--- src/rtl/button_conditioner.sv ---
// button_conditioner: 2-flop sync + per-channel counter debounce of pb_raw into held/press/rel pulses with saturating press_cnt (ports clk, n_rst, pb_raw, held, press, rel, press_cnt); define BTN_REPEAT_EN for press auto-repeat
module button_conditioner #(
  parameter int N_BTN           = 4,
  parameter int DEBOUNCE_CYCLES = 120000,
  parameter int REPEAT_DELAY    = 6000000,
  parameter int REPEAT_PERIOD   = 1200000
) (
  input  logic             clk,
  input  logic             n_rst,
  input  logic [N_BTN-1:0] pb_raw,
  output logic [N_BTN-1:0] held,
  output logic [N_BTN-1:0] press,
  output logic [N_BTN-1:0] rel,
  output logic [7:0]       press_cnt
);
  localparam int CW = $clog2(DEBOUNCE_CYCLES);
  logic [N_BTN-1:0] s1, s2, acc, rep;
  logic [CW-1:0] cnt [N_BTN];
  logic [8:0] sum;
  always_comb begin
    acc = '0;
    for (int i = 0; i < N_BTN; i++)
      acc[i] = (s2[i] != held[i]) && (cnt[i] == CW'(DEBOUNCE_CYCLES - 1));
  end
  always_comb begin
    sum = {1'b0, press_cnt};
    for (int i = 0; i < N_BTN; i++)
      sum = sum + 9'(press[i]);
  end
  always_ff @(posedge clk) begin
    if (!n_rst) begin
      s1        <= '0;
      s2        <= '0;
      held      <= '0;
      press     <= '0;
      rel       <= '0;
      press_cnt <= '0;
      for (int i = 0; i < N_BTN; i++)
        cnt[i] <= '0;
    end else begin
      s1        <= pb_raw;
      s2        <= s1;
      held      <= held ^ acc;
      press     <= (acc & ~held) | rep;
      rel       <= acc & held;
      press_cnt <= sum[8] ? 8'hff : sum[7:0];
      for (int i = 0; i < N_BTN; i++)
        cnt[i] <= (s2[i] == held[i] || acc[i]) ? '0 : cnt[i] + CW'(1);
    end
  end
`ifdef BTN_REPEAT_EN
  localparam int RW = $clog2((REPEAT_DELAY > REPEAT_PERIOD ? REPEAT_DELAY : REPEAT_PERIOD) + 1);
  logic [RW-1:0] rcnt [N_BTN];
  logic [N_BTN-1:0] phase;
  always_comb begin
    rep = '0;
    for (int i = 0; i < N_BTN; i++)
      rep[i] = held[i] && !acc[i] &&
               rcnt[i] == (phase[i] ? RW'(REPEAT_PERIOD - 1) : RW'(REPEAT_DELAY - 1));
  end
  always_ff @(posedge clk) begin
    if (!n_rst) begin
      phase <= '0;
      for (int i = 0; i < N_BTN; i++)
        rcnt[i] <= '0;
    end else begin
      phase <= held & ~acc & (phase | rep);
      for (int i = 0; i < N_BTN; i++)
        rcnt[i] <= (!held[i] || acc[i] || rep[i]) ? '0 : rcnt[i] + RW'(1);
    end
  end
`else
  assign rep = '0;
`endif
endmodule

--- config.mk ---
export PLATFORM = sky130hd
export DESIGN_NAME = button_conditioner
export DESIGN_NICKNAME = d
export VERILOG_FILES = /design/src/rtl/button_conditioner.sv
export SDC_FILE = /design/constraint.sdc
export NUM_CORES = 1
export LEC_CHECK = 0
export ABC_CLOCK_PERIOD_IN_PS = 4500
export BUFFER_PORTS_ARGS = -buffer_cell sky130_fd_sc_hd__clkbuf_2
export CORE_MARGIN = 2
export CORE_UTILIZATION = 62
export DETAILED_ROUTE_END_ITERATION = 12
export MAX_ROUTING_LAYER = met4
export PLACE_DENSITY = 0.78
export SYNTH_ARGS = -nofsm -noshare
export SYNTH_HDL_FRONTEND = slang
export SYNTH_SLANG_ARGS = --single-unit
export TNS_END_PERCENT = 30
--- constraint.sdc ---
create_clock -name clk -period 4.5 [get_ports clk]
set_input_delay 0.225 -clock clk [delete_from_list [all_inputs] [get_ports clk]]
set_output_delay 0.225 -clock clk [all_outputs]
set_load 0.01 [all_outputs]
==> flow_summary.yaml <==
synthesis:
  ys_ff_latch: 96
  synth_top_area_share_pct: 46.7
  synthCells: 448
  synth_cell_type_count: 42
  synth_seq_area_share_pct: 46.7
  yosysWarnings: 0
  postSynthAreaPerCell_um2: 9.18
  synth_area_leader_cell: "dfxtp_1"
  syn_nets: 462
  synth.area.top_cells: "dfxtp_1, xnor2_1, nor2_1"
  syn-cell-area_um2: 4110
setup_path:
  rrSetupSlack_ps: 2010
  worstReg2RegEnd: "press_cnt[5]"
  path_class: "flop to flop"
  reg2regPathDepth: 9
  crit_fanout: 4
  worst_setup_path_end_kind: "flop"
  r2r-start: "press[0]"
  crit_start: "press[0]"
  cp-start-kind: "flop"
  crit_required_ps: 4780
  critPathArrivalTime_ps: 2760
floorplan:
  io_pins: 26
  rows: 29
  dieArea_um2: 7300
  core-area_um2: 6390
  start_util_pct: 64.4
  fp.dieW_um: 85.4
  fp.dieH_um: 85.4
cells_and_area:
  drive_above_1_share_pct: 8.70
  antenna_cells: 0
  layout_common_cells: "dfxtp_1, nor2_1, xnor2_1"
  nNetsFinal: 482
  fin_cells: 548
  area_growth_pct: 8.00
  layout_commonest_cell: "dfxtp_1"
clocking:
  cts_buffer_depth: 2
  hold_buffers: 0
  clk_pin_slew_ps: 90
  cts_made_buffers: 9
  cts-htree-levels: 3
  cts-resized-gates: 0
  clock_latency_ps: 360
  cts_tree: "done"
  cts-root-buf: "clkbuf_8"
  post_cts_buffers: 0
  cts.sinks: 96
detailed_routing:
  post_drt_wl_per_cell_um: 13.8
  drt_iter0_markers: 137
  ant_nets: 0
  drt-total-wl_um: 7570
  drt-pass1-iter-count: 5
  num_vias: 3183
  post_drt_via_cell_ratio: 5.81
  drcViolationCount: 0
timing:
  tightest_slew_ps: 579
  fin_tns_setup_ps: 0
  drv_slew: 0
  min_period_over_period_pct: 55.3
  finalSetupViolCount: 0
  post-route-min-period_ps: 2490
  fmax_mhz: 402
  finalHoldViolations: 0
  rsz0062_at_grt: "no"
  finClkSkew_ps: 5.39
  relSlewSlack_pct: 61.0
pwr:
  pwr-share-comb_pct: 1.1
  cellLeakagePower_nw: 1.37
  clkPwrFrac_pct: 40.7
  intPower_mw: 1.18
  p_seq_share_pct: 58.2
  ir_drop_mv: 0.396
  switching_share_pct: 19.9
  p_sw_mw: 0.292
  power.density_nw_per_um2: 331
hold_path:
  min_from: "pb_raw[1]"
  worstHoldPathCells: 2
  whs_endpoint: "s1[1]"
  hold_class: "input pin to flop"
placement:
  routabilityCongestion: 0.873
  dp_hpwl_um: 5270
  numPortBuffers: 25
  place_inst: 534
global_routing:
  grt_pass1_vias: 2838
  grt_pass1_wl_um: 12800
  track_usage_pct: 22.3
  antenna_found_initial: 0
  grt-ovfl-total: 0
  grt_max_degree: 18
run:
  cap_viol_max_count: 0
status:
  status: "complete, no violations"
-- layer usage --
metal  track usage, %  vias up  share of wire [%]
li1                 -     1589                  -
met1             29.6     1499                 47
met2             34.3       78                 46
met3             5.35       17                5.3
met4             6.35        0                1.4
met5                -        -                  0
-- logic make-up after synthesis --
group,count (synthesis),synth area share [%]
muxes,4,0.974
AOI/OAI and AO/OA,19,2.83
buffers and inverters,34,4.08
and+or+nand+nor,225,29.2
adders and majority gates,8,2.98
DFF,96,46.7
xor gates and xnor gates,62,13.2
-- synth_stat cells, drive strengths merged --
cell type and count:
a211oi 1, a21oi 8, a31o 1, a31oi 1, and2 10, and3 2, and4 5, and4b 1
buf 11, clkbuf 5, dfxtp 96, fa 3, ha 5, inv 18, mux2i 4, nand2 17
nand3 25, nand4 26, nand4b 7, nand4bb 2, nor2 77, nor2b 2, nor3 10, nor3b 8
nor4 23, o2111ai 1, o21ai 4, o21bai 1, o311a 1, o31ai 1, or3 6, or4 2
or4b 1, or4bb 1, xnor2 44, xor2 18
-- power groups by stage --
stage,sequential (mW),clock (mW),combinational [mW]
after detailed placement,0.876,0,0.0163
after CTS,0.856,0.610,0.0163
after floorplan,0.875,0,0.0135
final,0.856,0.599,0.0162
after global placement,0.876,0,0.0158
after global routing,0.857,0.649,0.0183
-- sequential cells by signal, indices dropped and copies added (netlist names), named ones only --
| signal | flops |
|---|---|
| rel | 4 |
| press | 4 |
| s1 | 4 |
| press_cnt | 8 |
| cnt | 68 |
| s2 | 4 |
-- final cells by class --
class | instances | area, um2
Clock buffer | 10 | 138
Clock inverter | 4 | 70.1
Fill cell | 506 | 1950
Inverter | 18 | 67.6
Multi-Input combinational cell | 318 | 2020
Sequential cell | 96 | 1920
Tap cell | 77 | 96.3
Timing Repair Buffer | 25 | 125
-- worst max-delay path by stage --
| stage | endpoint | depth (start not counted) | slack [ps] |
|---|---|---|---|
| floorplan | press_cnt[5] | 9 | 2160 |
| global placement | press_cnt[5] | 9 | 2110 |
| detailed placement | press_cnt[5] | 9 | 2010 |
| CTS | press_cnt[5] | 9 | 2010 |
| global route | press_cnt[5] | 9 | 1860 |
| finish | press_cnt[5] | 9 | 2010 |
-- through the flow --
| step | util, % | power [mW] | setup slack (ps) | hold slack (ps) | instance area [um2] |
|---|---|---|---|---|---|
| final | 69.5 | 1.47 | 2010 | 66.4 | 4440 |
| after global routing | 69.5 | 1.52 | 1860 | 49.0 | 4440 |
| after CTS | 69.5 | 1.48 | 2010 | 56.6 | 4440 |
| after detailed placement | 66.3 | 0.893 | 2010 | 428 | 4230 |
| after global placement | 66.3 | 0.892 | 2110 | 414 | 4230 |
| after floorplan | - | 0.889 | 2160 | 352 | 4110 |
-- worst max-delay path: stages, from the launching register on --
cell and delay, ps:
dfxtp_1 340, fa_1 540, inv_1 50, fa_1 370
inv_1 80, fa_1 220, and4_1 280, and4_1 260
nor2_1 50, a211oi_1 220
Note: power is estimated with default switching activity, not from simulation.
